$ cat src/rtl/fetch_pkg.sv
// Shared types and constants for the instruction fetch front end.
//   INST_W / ADDR_W     : instruction width and word-address width
//   NOP_INST            : value presented to decode when the queue is empty
//   RESET_PC_DEFAULT    : default first fetch word address after reset
//   fetch_entry_t       : one queued fetch result {inst, pc_plus4}
package fetch_pkg;

  localparam int unsigned INST_W = 32;
  localparam int unsigned ADDR_W = 30;

  localparam logic [INST_W-1:0] NOP_INST         = 32'h0;
  localparam logic [ADDR_W-1:0] RESET_PC_DEFAULT = 30'h100000;

  typedef struct packed {
    logic [INST_W-1:0] inst;
    logic [ADDR_W-1:0] pc_plus4;
  } fetch_entry_t;

  // Next sequential word address; wraps modulo 2^ADDR_W.
  function automatic logic [ADDR_W-1:0] pc_next(input logic [ADDR_W-1:0] pc);
    return pc + ADDR_W'(1);
  endfunction

endpackage

$ cat src/rtl/fetch_queue_if.sv
// Handshake bundle between the fetch queue, instruction memory and decode.
//   imem_req/imem_addr/imem_ack/imem_data : single-cycle fetch request/ack
//   deq_valid/deq_inst/deq_pc_plus4/deq_ready : head-of-queue pop to decode
//   redirect/redirect_target              : branch flush and new fetch address
//   count                                 : current queue occupancy
// master = fetch_queue side, slave = memory/decode/branch side.
interface fetch_queue_if import fetch_pkg::*; #(
  parameter int unsigned DEPTH = 4
) ();

  localparam int unsigned CNT_W = $clog2(DEPTH) + 1;

  logic              imem_req;
  logic [ADDR_W-1:0] imem_addr;
  logic              imem_ack;
  logic [INST_W-1:0] imem_data;

  logic              deq_valid;
  logic [INST_W-1:0] deq_inst;
  logic [ADDR_W-1:0] deq_pc_plus4;
  logic              deq_ready;

  logic              redirect;
  logic [ADDR_W-1:0] redirect_target;

  logic [CNT_W-1:0]  count;

  modport master (
    output imem_req, imem_addr, deq_valid, deq_inst, deq_pc_plus4, count,
    input  imem_ack, imem_data, deq_ready, redirect, redirect_target
  );

  modport slave (
    input  imem_req, imem_addr, deq_valid, deq_inst, deq_pc_plus4, count,
    output imem_ack, imem_data, deq_ready, redirect, redirect_target
  );

endinterface

$ cat src/rtl/fetch_fifo.sv
// DEPTH-entry synchronous FIFO of fetch_entry_t.
//   clk        : clock
//   flush      : synchronous clear of pointers and occupancy (wins over push/pop)
//   push       : write push_entry at the tail
//   push_entry : entry to write
//   pop        : advance the head
//   head       : entry at the head (combinational read, meaningful when count!=0)
//   count      : occupancy 0..DEPTH
module fetch_fifo import fetch_pkg::*; #(
  parameter int unsigned DEPTH = 4
) (
  input  logic                       clk,
  input  logic                       flush,
  input  logic                       push,
  input  fetch_entry_t               push_entry,
  input  logic                       pop,
  output fetch_entry_t               head,
  output logic [$clog2(DEPTH):0]     count
);

  localparam int unsigned PTR_W = $clog2(DEPTH);
  localparam int unsigned CNT_W = PTR_W + 1;

  fetch_entry_t     mem [DEPTH];
  logic [PTR_W-1:0] wr_ptr;
  logic [PTR_W-1:0] rd_ptr;
  logic [CNT_W-1:0] occ;
  logic             do_push;
  logic             do_pop;

  // Guard against overflow/underflow; flush discards any concurrent request.
  assign do_push = push & ~flush & (occ != CNT_W'(DEPTH));
  assign do_pop  = pop  & ~flush & (occ != CNT_W'(0));

  // Pointers and occupancy; DEPTH is a power of 2 so pointers wrap naturally.
  always_ff @(posedge clk) begin
    if (flush) begin
      wr_ptr <= '0;
      rd_ptr <= '0;
      occ    <= '0;
    end else begin
      if (do_push) wr_ptr <= wr_ptr + PTR_W'(1);
      if (do_pop)  rd_ptr <= rd_ptr + PTR_W'(1);
      occ <= occ + CNT_W'(do_push) - CNT_W'(do_pop);
    end
  end

  // Storage needs no reset; validity is tracked by occupancy.
  always_ff @(posedge clk) begin
    if (do_push) mem[wr_ptr] <= push_entry;
  end

  assign head  = mem[rd_ptr];
  assign count = occ;

endmodule

$ cat src/rtl/fetch_queue.sv
// Instruction fetch front end feeding the IF/DE pipeline register.
// Owns the fetch PC, issues word-addressed requests to instruction memory,
// buffers {inst, pc_plus4} pairs in a small FIFO and flushes on redirect.
//   clk   : clock
//   reset : synchronous active-low reset
//   bus   : fetch_queue_if.master (imem handshake, decode pop, redirect, count)
module fetch_queue import fetch_pkg::*; #(
  parameter int unsigned       DEPTH    = 4,
  parameter logic [ADDR_W-1:0] RESET_PC = RESET_PC_DEFAULT
) (
  input  logic          clk,
  input  logic          reset,
  fetch_queue_if.master bus
);

  localparam int unsigned CNT_W = $clog2(DEPTH) + 1;

  logic [ADDR_W-1:0] fetch_pc;
  logic [CNT_W-1:0]  occ;
  fetch_entry_t      head;
  fetch_entry_t      new_entry;
  logic              not_full;
  logic              head_valid;
  logic              enq;
  logic              deq;
  logic              flush;

  // Request whenever there is room, except while in reset or redirecting.
  assign not_full     = occ < CNT_W'(DEPTH);
  assign bus.imem_req = reset & ~bus.redirect & not_full;
  assign bus.imem_addr = fetch_pc;

  // Redirect blocks both enqueue (via imem_req) and dequeue.
  assign enq   = bus.imem_req & bus.imem_ack;
  assign head_valid = reset & (occ != CNT_W'(0));
  assign deq   = head_valid & bus.deq_ready & ~bus.redirect;
  assign flush = ~reset | bus.redirect;

  assign new_entry.inst     = bus.imem_data;
  assign new_entry.pc_plus4 = pc_next(fetch_pc);

  // Fetch PC: reset beats redirect, redirect beats sequential advance.
  always_ff @(posedge clk) begin
    if (!reset) begin
      fetch_pc <= RESET_PC;
    end else if (bus.redirect) begin
      fetch_pc <= bus.redirect_target;
    end else if (enq) begin
      fetch_pc <= pc_next(fetch_pc);
    end
  end

  fetch_fifo #(
    .DEPTH (DEPTH)
  ) u_fifo (
    .clk        (clk),
    .flush      (flush),
    .push       (enq),
    .push_entry (new_entry),
    .pop        (deq),
    .head       (head),
    .count      (occ)
  );

  // Empty queue presents a NOP bubble to decode.
  assign bus.deq_valid    = head_valid;
  assign bus.deq_inst     = head_valid ? head.inst     : NOP_INST;
  assign bus.deq_pc_plus4 = head_valid ? head.pc_plus4 : '0;
  assign bus.count        = occ;

endmodule
$ cat src/flat_wrapper.sv
// flat-port wrapper written by rule: the top's interface ports become plain ports
module fetch_queue_flat import fetch_pkg::*;
#(
  parameter int unsigned       DEPTH    = 4,
  parameter logic [ADDR_W-1:0] RESET_PC = RESET_PC_DEFAULT
)
  (clk, reset, bus_imem_req, bus_imem_addr, bus_deq_valid, bus_deq_inst, bus_deq_pc_plus4, bus_count, bus_imem_ack, bus_imem_data, bus_deq_ready, bus_redirect, bus_redirect_target);
  fetch_queue_if #(.DEPTH(DEPTH)) bus_i ();
  input  logic clk;
  input  logic reset;
  output wire logic [$bits(bus_i.imem_req)-1:0] bus_imem_req;
  output wire logic [$bits(bus_i.imem_addr)-1:0] bus_imem_addr;
  output wire logic [$bits(bus_i.deq_valid)-1:0] bus_deq_valid;
  output wire logic [$bits(bus_i.deq_inst)-1:0] bus_deq_inst;
  output wire logic [$bits(bus_i.deq_pc_plus4)-1:0] bus_deq_pc_plus4;
  output wire logic [$bits(bus_i.count)-1:0] bus_count;
  input wire logic [$bits(bus_i.imem_ack)-1:0] bus_imem_ack;
  input wire logic [$bits(bus_i.imem_data)-1:0] bus_imem_data;
  input wire logic [$bits(bus_i.deq_ready)-1:0] bus_deq_ready;
  input wire logic [$bits(bus_i.redirect)-1:0] bus_redirect;
  input wire logic [$bits(bus_i.redirect_target)-1:0] bus_redirect_target;
  assign bus_imem_req = bus_i.imem_req;
  assign bus_imem_addr = bus_i.imem_addr;
  assign bus_deq_valid = bus_i.deq_valid;
  assign bus_deq_inst = bus_i.deq_inst;
  assign bus_deq_pc_plus4 = bus_i.deq_pc_plus4;
  assign bus_count = bus_i.count;
  assign bus_i.imem_ack = bus_imem_ack;
  assign bus_i.imem_data = bus_imem_data;
  assign bus_i.deq_ready = bus_deq_ready;
  assign bus_i.redirect = bus_redirect;
  assign bus_i.redirect_target = bus_redirect_target;
  fetch_queue #(.DEPTH(DEPTH), .RESET_PC(RESET_PC)) u_core (.clk(clk), .reset(reset), .bus(bus_i));
endmodule
$ cat config.mk
export PLATFORM = sky130hd
export DESIGN_NAME = fetch_queue_flat
export DESIGN_NICKNAME = d
export VERILOG_FILES = /design/src/rtl/fetch_pkg.sv /design/src/rtl/fetch_queue_if.sv /design/src/rtl/fetch_fifo.sv /design/src/rtl/fetch_queue.sv /design/src/flat_wrapper.sv
export SDC_FILE = /design/constraint.sdc
export NUM_CORES = 1
export LEC_CHECK = 0
export BUFFER_PORTS_ARGS = -buffer_cell sky130_fd_sc_hd__buf_4
export CAP_MARGIN = 30
export CORE_MARGIN = 3
export CORE_UTILIZATION = 40
export CTS_CLUSTER_DIAMETER = 50
export DETAILED_ROUTE_END_ITERATION = 7
export GPL_ROUTABILITY_DRIVEN = 0
export GPL_TIMING_DRIVEN = 0
export PLACE_DENSITY = 0.62
export SKIP_LAST_GASP = 1
export SYNTH_ARGS = -nofsm -noshare
export SYNTH_HDL_FRONTEND = slang
export SYNTH_HIERARCHICAL = 1
export SYNTH_SLANG_ARGS = --single-unit
$ cat constraint.sdc
create_clock -name clk -period 2.8 [get_ports clk]
set_input_delay 0.28 -clock clk [delete_from_list [all_inputs] [get_ports clk]]
set_output_delay 0.28 -clock clk [all_outputs]
set_load 0.1 [all_outputs]
==> results.toml, run 1 <==
[timing]
relSlewSlack = 0.505
slew_violations = 0
period_minus_slack_ns = 2.65
max_freq_ghz = 0.377
tightest_slew_ns = 0.743
whs_ns = 0.0272
setup_violations = 0
finalClockSkew_ns = 0.0201
period_share = 0.947
hold_viol_final = 0
rsz0062_at_grt = "no"
fin_ws_ns = 0.149

[finish]
fin_util = 0.518
area_growth_pct = 27.3
antenna_cells = 0
drive_gt1_frac = 0.337
fillers = 2495
fin_area_mm2 = 0.0154
fin_nets = 1054

[clock_tree]
clock_tree.root_cell = "clkbuf_16"
cts_made_buffers = 36
clock_sinks = 287
cts_tree = "yes"
clk_pin_slew_worst_paths_ns = 0.06
clk_path_buf_depth = 3
h-tree-depth = 2
clk_latency_ns = 0.51

[detailed_routing]
dr.pass1.iters = 5
wl_um = 29200
dr_total_vias = 7414
route.detailed.drc = 0
ant_nets = 0
avgViaCountPerCell = 5.32
drt_iter0_markers = 451
wl_per_cell_um = 20.9

[power_and_ir_drop]
p_seq_frac = 0.490
p_leak_uw = 0.00545
p_sw_frac = 0.231
powerDensity_mw_per_mm2 = 628
power_uw = 9680
power.share.clock = 0.442
ir_drop_mv = 0.509
p_comb_frac = 0.067
switchingPower_uw = 2240
p_int_uw = 7440

[place]
dpl_cell_area_mm2 = 0.0139
hpwl_um = 19000
io_buffer_count = 162
dpl_worst_slack_ns = -0.639

[yosys]
syn_area_mm2 = 0.0121
synth_ff_type = "edfxtp_1"
ys_warn_count = 6
synth_most_common_cell = "edfxtp_1"
netlist_top_cells_count = "edfxtp_1 (248), and2_1 (65), mux4_2 (62), dfxtp_1 (39), nor2_1 (30)"
synth_cell_types = 51
syn_nets = 819
yosysTopAreaCellShare = 0.615
async_flop_share = 0
synth_edf_count = 248
syn_avg_cell_area_um2 = 16.3
ys_seq_area_frac = 0.680
syn_inst = 744
ys_ff_latch = 287
yosys-top-cells-area = "edfxtp_1 (62%), mux4_2 (12%), dfxtp_1 (6.4%)"
yosysTopAreaCell = "edfxtp_1"

[floorplan]
ios = 164
rows = 63
die-area_mm2 = 0.0324
die_h_um = 180
die_w_um = 180
coreArea_mm2 = 0.0297
start_util = 0.407

[critical_path]
reg2reg_from = "u_core/u_fifo/count[2]"
regToRegSetupSlack_ns = 0.35
cp_max_fo = 10
end_kind = "output pin"
r2r_cells = 12
critical_path_class = "reg2out"
arrival_ns = 2.37
critPathLaunchType = "register"
worstPathRequired_ns = 2.52
r2r-end = "u_core/u_fifo/count[2]"

[global_route]
grt_overflow_total = 0
grt_pass1_wl_um = 44900
antenna_found_initial = 1
grt_max_degree = 57
grt_pass1_vias = 7568
grt_use_total = 0.179

[min_path]
hp-class = "in2reg"
hp-start = "bus_redirect_target[2]"
min_to = "u_core/bus.imem_addr[2]"
hold_depth = 3

[flow_run]
max_cap_viol_count = 0

[outcome]
status = "completed"
## state kept, by name, indices dropped and copies added, names as in the netlist, named ones only
name and count:
u_core/bus.imem_addr 30, u_core/u_fifo/count 3, u_core/u_fifo/wr_ptr 2, u_core/u_fifo/mem 248, u_core/u_fifo/rd_ptr 2
## layout by cell type (no fill, tap or decap), types with 24 or more instances in the layout
master,instances
dfxtp_1,36
buf_4,166
dlygate4sd3_1,32
edfxtp_1,248
nand2_1,24
nor2_1,29
mux4_2,62
o21ai_0,24
clkbuf_16,37
and2_1,56
## area by class of cell
class / count / area [um^2] / area share
timing repair buffer: 198 / 1650 / 0.107
multi-input combinational: 395 / 3620 / 0.235
clock inverter: 15 / 98.8 / 0.00642
clock buffer: 48 / 1010 / 0.0654
tap: 390 / 488 / 0.0317
sequential: 287 / 8230 / 0.534
buffer: 48 / 264 / 0.0171
inverter: 13 / 48.8 / 0.00317
## worst max path at each step
stage,start,cells after the start,endpoint,slack (ns)
6_report,register,5,bus_deq_pc_plus4[8],0.15
5_1_grt,bus_redirect,16,u_core/u_fifo/count[2],0.003
4_1_cts,register,5,bus_deq_pc_plus4[3],-0.17
3_5_place_dp,bus_redirect,16,u_core/u_fifo/count[2],-0.64
3_3_place_gp,bus_redirect,9,u_core/u_fifo/mem[0][45],-1.20
2_1_floorplan,bus_redirect,16,u_core/u_fifo/count[2],0.06
## through the flow
stage | setup TNS [ns] | instances
2_1_floorplan | 0 | 744
3_3_place_gp | -296.29 | 1296
3_5_place_dp | -55.55 | 1300
4_1_cts | -4.22 | 1395
5_1_grt | 0 | 1394
6_report | 0 | 1394
## power by group through the flow
stage                     sequential, uW  clock, uW  combinational [uW]
after CTS                           4750       4400                 653
after global routing                4750       4580                 689
after detailed placement            4840          0                 614
after floorplan                     5040          0                 175
final                               4750       4280                 651
after global placement              4840          0                 604
## cells by family (layout without fill, tap and decap cells)
logic type      count (synthesis)  in the layout  synth area share
compound gates                 74             74            0.0398
xor+xnor                       40             40            0.0289
fa+ha+maj                       8              8           0.00889
buf+inv                        62            322            0.0231
flops                         287            287             0.680
mux                            64             64             0.117
simple gates                  209            209             0.102
## worst max-delay path, cell delays in order (launching register included)
cell and delay [ns]:
dfxtp_1 0.30, buf_2 0.25, clkbuf_4 0.36, mux4_2 0.53, and2_1 0.18, buf_4 0.24
## repair_timing
item                                   4_1_cts  5_1_grt
hold buffers                                32        0
endpoints found under the hold margin      128        0
resized for setup                            9       17
buffers inserted                             0        0
setup endpoints to repair                   64       58
## per-layer routing
metal  track usage  routed length (um)  vias to the layer above
met1         0.245               12500                     3713
met5             0                   0                        -
met2         0.289               13800                      264
met3        0.0409                2100                       53
li1              -                   -                     3384
met4        0.0495                 685                        0
No activity file was read; power rests on OpenSTA's default activity.
==> run 2, diff against run 1 <==
Settings changed: GPL_ROUTABILITY_DRIVEN 0 to 1, RECOVER_POWER from default to 100.
==> run 2 against run 1 <==
Wire length is 0.22% higher. First-iteration DRC count is 2.0% lower. Power is 0.43% lower. Setup slack worse by 0.0077 ns. Final cell count stayed put. Hold slack worse by 0.00066 ns. Combinational power is 7.4% lower.
==> results.toml, run 2 (synthesis gave the netlist of run 1 again) <==
[outcome]
status = "completed"

[global_route]
grt_pass1_wl_um = 44900
grt_pass1_vias = 7568
use_met3 = 0.0409
grt_use_total = 0.179
grt_max_degree = 57
grtUsageMet1 = 0.245
grt_overflow_total = 0
busiest_layer = "met2"
antenna_found_initial = 1
grt.met2_usage = 0.289

[clock_tree]
h-tree-depth = 2
cts_made_buffers = 36
clk_path_buf_depth = 3
clock_tree.root_cell = "clkbuf_16"
clock_sinks = 287
clk_latency_ns = 0.51
cts_tree = "yes"
clk_pin_slew_worst_paths_ns = 0.06

[detailed_routing]
drt_iter0_markers = 442
dr.pass1.iters = 5
avgViaCountPerCell = 5.32
ant_nets = 0
dr_total_vias = 7419
route.detailed.drc = 0
wl_per_cell_um = 21.0
wl_um = 29200

[critical_path]
arrival_ns = 2.38
worstPathRequired_ns = 2.52
critical_path.endpoint = "bus_deq_pc_plus4[10]"
r2r_cells = 12
critical_path_class = "reg2out"
critPathLaunchType = "register"
end_kind = "output pin"
cp_max_fo = 10
r2r-end = "u_core/u_fifo/count[2]"
regToRegSetupSlack_ns = 0.35
reg2reg_from = "u_core/u_fifo/count[2]"

[timing]
slew_violations = 0
max_freq_ghz = 0.376
tightest_slew_ns = 1.30
hold_viol_final = 0
fin_ws_ns = 0.141
period_minus_slack_ns = 2.66
setup_violations = 0
relSlewSlack = 0.139
finalClockSkew_ns = 0.0207
period_share = 0.950
tns_ns = 0
whs_ns = 0.0265
rsz0062_at_grt = "no"

[floorplan]
rows = 63
coreArea_mm2 = 0.0297
die_h_um = 180
die-area_mm2 = 0.0324
ios = 164
start_util = 0.407
die_w_um = 180

[power_and_ir_drop]
ir_drop_mv = 0.505
p_leak_uw = 0.00513
powerDensity_mw_per_mm2 = 638

[finish]
seq_area_mm2 = 0.00823
largest_reg_flops = 248
antenna_cells = 0
final_common_cell = "edfxtp_1"
final_cell_mix = "edfxtp_1 (248), clkbuf_1 (89), mux4_2 (62)"
fin_nets = 1054
fillers = 2540
drive_gt1_frac = 0.267
area_growth_pct = 24.7
multi_input_area_mm2 = 0.00360
fin_area_mm2 = 0.0151
stdcell_count = 1394
top_register = "u_core/u_fifo/mem"

[place]
finalWeightedCongestion = 0.794
dp.cells = 1300
dpl_cell_area_mm2 = 0.0139
dpl_worst_slack_ns = -0.639
hpwl_um = 19000
io_buffer_count = 162

[min_path]
hp-class = "in2reg"

[flow_run]
max_cap_viol_count = 0
-- run 2: how the worst min path moves through the flow --
stage / slack [ns] / cells after the start / end / start
2_1_floorplan: 0.38 / 0 / u_core/u_fifo/mem[0][30] / bus_imem_data[0]
3_3_place_gp: 0.48 / 1 / u_core/u_fifo/mem[0][35] / bus_imem_data[5]
3_5_place_dp: 0.49 / 1 / u_core/u_fifo/mem[3][33] / bus_imem_data[3]
4_1_cts: 0.007 / 3 / u_core/bus.imem_addr[2] / bus_redirect_target[2]
5_1_grt: 0.01 / 3 / u_core/bus.imem_addr[2] / bus_redirect_target[2]
6_report: 0.03 / 3 / u_core/bus.imem_addr[2] / bus_redirect_target[2]
-- run 2: layout make-up --
cell class | instances | area share
well taps | 390 | 0.0323
inverters | 13 | 0.00323
multi-input cells | 395 | 0.239
flip-flops and latches | 287 | 0.545
clock inverters | 15 | 0.00655
clock buffers | 48 | 0.0667
repair buffers | 198 | 0.0904
plain buffers | 48 | 0.0170
-- run 2: power by group --
group / total (uW) / leakage (uW) / switching (uW) / internal [uW]
combinational: 603 / 0.00201 / 448 / 155
clock: 4290 / 0.000542 / 1750 / 2550
sequential: 4750 / 0.00257 / 51.8 / 4700
total: 9640 / 0.00513 / 2250 / 7400
-- run 2: worst max-delay path, cell delays in order (launching register included) --
cell and delay [ns]:
dfxtp_1 0.30, buf_2 0.24, clkbuf_4 0.37, mux4_2 0.53, and2_0 0.19, buf_4 0.25
-- run 2: layer usage --
| layer | vias to the layer above | share of wire |
|---|---|---|
| met1 | 3724 | 0.43 |
| li1 | 3388 | - |
| met4 | 0 | 0.024 |
| met3 | 55 | 0.070 |
| met2 | 252 | 0.48 |
| met5 | - | 0 |
-- run 2: timing repair --
action                                  4_1_cts  5_1_grt
hold buffers                                 32        0
setup buffers                                 0        0
pin swaps                                     0        0
endpoints found under the hold margin       128        0
endpoints found under the setup margin       64       58
gates cloned                                  0        0
gates resized for setup                       9       17
-- run 2: stage by stage --
stage | total power [uW] | utilization
after global placement | 5440 | 0.465
final | 9640 | 0.508
after global routing | 9970 | 0.508
after CTS | 9800 | 0.518
after floorplan | 5210 | -
after detailed placement | 5450 | 0.469
==> run 3, diff against run 2 <==
Clock period 2.8 ns to 2.4 ns, I/O delays scaled along.
==> run 3 against run 2 <==
Count of clock-buffer cells in the layout fell by 6. Clock power is 29% higher. Die area unchanged. Final cell count grew 0.57%. Power grew 23%. Largest power group is now clock.
==> results.toml, run 3 (synthesis gave the netlist of run 1 again) <==
[finish]
seq_area_mm2 = 0.00825
largest_reg_flops = 248
final_common_cell = "edfxtp_1"
drive_gt1_frac = 0.310
area_growth_pct = 28.6
antenna_cells = 0
final_cell_mix = "edfxtp_1 (248), buf_4 (85), clkbuf_1 (68)"
fillers = 2549
fin_util = 0.524
multi_input_area_mm2 = 0.00364
top_register = "u_core/u_fifo/mem"
fin_nets = 1064

[floorplan]
die_w_um = 180
die_h_um = 180
rows = 63
ios = 164
die-area_mm2 = 0.0324
coreArea_mm2 = 0.0297
start_util = 0.407

[detailed_routing]
dr_total_vias = 7360
wl_per_cell_um = 21.0
avgViaCountPerCell = 5.25
ant_nets = 0
route.detailed.drc = 0
drt_iter0_markers = 553
wl_um = 29400
dr.pass1.iters = 4

[clock_tree]
clk_pin_slew_worst_paths_ns = 0.05
clk_latency_ns = 0.50
clock_sinks = 287
clk_path_buf_depth = 3
cts_tree = "yes"
cts_made_buffers = 37
h-tree-depth = 2
clock_tree.root_cell = "clkbuf_16"

[global_route]
grt_pass1_wl_um = 45900
grt_use_total = 0.182
grt_max_degree = 56
grt_overflow_total = 0
grt_pass1_vias = 7765
antenna_found_initial = 0

[place]
io_buffer_count = 162
finalWeightedCongestion = 0.800
hpwl_um = 19300
dpl_worst_slack_ns = -0.351

[timing]
tightest_slew_ns = 1.18
rsz0062_at_grt = "yes"
fin_ws_ns = 0.0521
whs_ns = 0.0202
slew_violations = 0
finalClockSkew_ns = 0.0130
relSlewSlack = 0.215
setup_violations = 0
period_minus_slack_ns = 2.35
max_freq_ghz = 0.426
hold_viol_final = 0
period_share = 0.978

[critical_path]
critical_path_class = "reg2out"
arrival_ns = 2.11
end_kind = "output pin"
worstPathRequired_ns = 2.16
r2r_cells = 10
critPathLaunchType = "register"
cp_max_fo = 10

[power_and_ir_drop]
power_uw = 11800
powerDensity_mw_per_mm2 = 759
ir_drop_mv = 0.416
p_leak_uw = 0.00540

[min_path]
hold_depth = 3
hp-class = "in2reg"

[outcome]
status = "completed"

[flow_run]
max_cap_viol_count = 0
==> run 3: changes by cell type in the layout (fill, tap and decap cells not counted), sizes merged <==
cell	before	now
bufinv	0	7
dlygate4sd3	32	38
buf	62	125
inv	19	15
clkinv	8	10
clkbuf	200	134
==> run 3: critical path: stages, from the launching register on <==
cell and delay [ns]:
dfxtp_1 0.35, buf_12 0.17, buf_8 0.18, mux4_2 0.51, and2_1 0.16, buf_4 0.23
==> run 3: cell type report <==
cell class / instances / share of cell area
buffer: 48 / 0.0252
clock inverter: 20 / 0.0184
multi-input combinational: 395 / 0.234
tap: 390 / 0.0313
timing repair buffer: 207 / 0.0975
clock buffer: 42 / 0.0607
sequential: 287 / 0.530
inverter: 13 / 0.00329
==> run 3: per-layer routing <==
| metal | vias up | part of all wire | track usage |
|---|---|---|---|
| met3 | 46 | 0.072 | 0.0457 |
| met4 | 0 | 0.025 | 0.0526 |
| met2 | 269 | 0.48 | 0.292 |
| met1 | 3643 | 0.43 | 0.248 |
| li1 | 3402 | - | - |
| met5 | - | 0 | 0 |
==> run 3: power breakdown <==
group          internal (uW)  total, uW  switching (uW)
registers               5480       5540            60.4
clock network           3570       5550            1980
logic                    202        730             528
total                   9260      11800            2570
==> run 3: path summary, 6_finish.rpt <==
path | from | to | slack [ns]
worst max-delay path | register | bus_deq_inst[10] | 0.05
worst min-delay path | bus_redirect_target[12] | u_core/bus.imem_addr[12] | 0.02
worst max register to register | u_core/u_fifo/count[2] | u_core/u_fifo/count[1] | 0.08
worst min register to register | u_core/bus.imem_addr[1] | u_core/bus.imem_addr[1] | 0.52
==> run 3: timing repair <==
item	4_1_cts	5_1_grt
resized for setup	38	26
setup endpoints to repair	63	63
endpoints found under the hold margin	134	0
setup buffers	0	3
hold buffers	38	0
pin swaps	0	1
==> run 3: through the flow <==
step	TNS [ns]	instances	area, um^2
floorplan	0	744	12200
global placement	-102.81	1296	13900
detailed placement	-36.23	1300	14000
CTS	-0.0865	1399	15700
global route	-0.708	1402	15600
finish	0	1402	15600
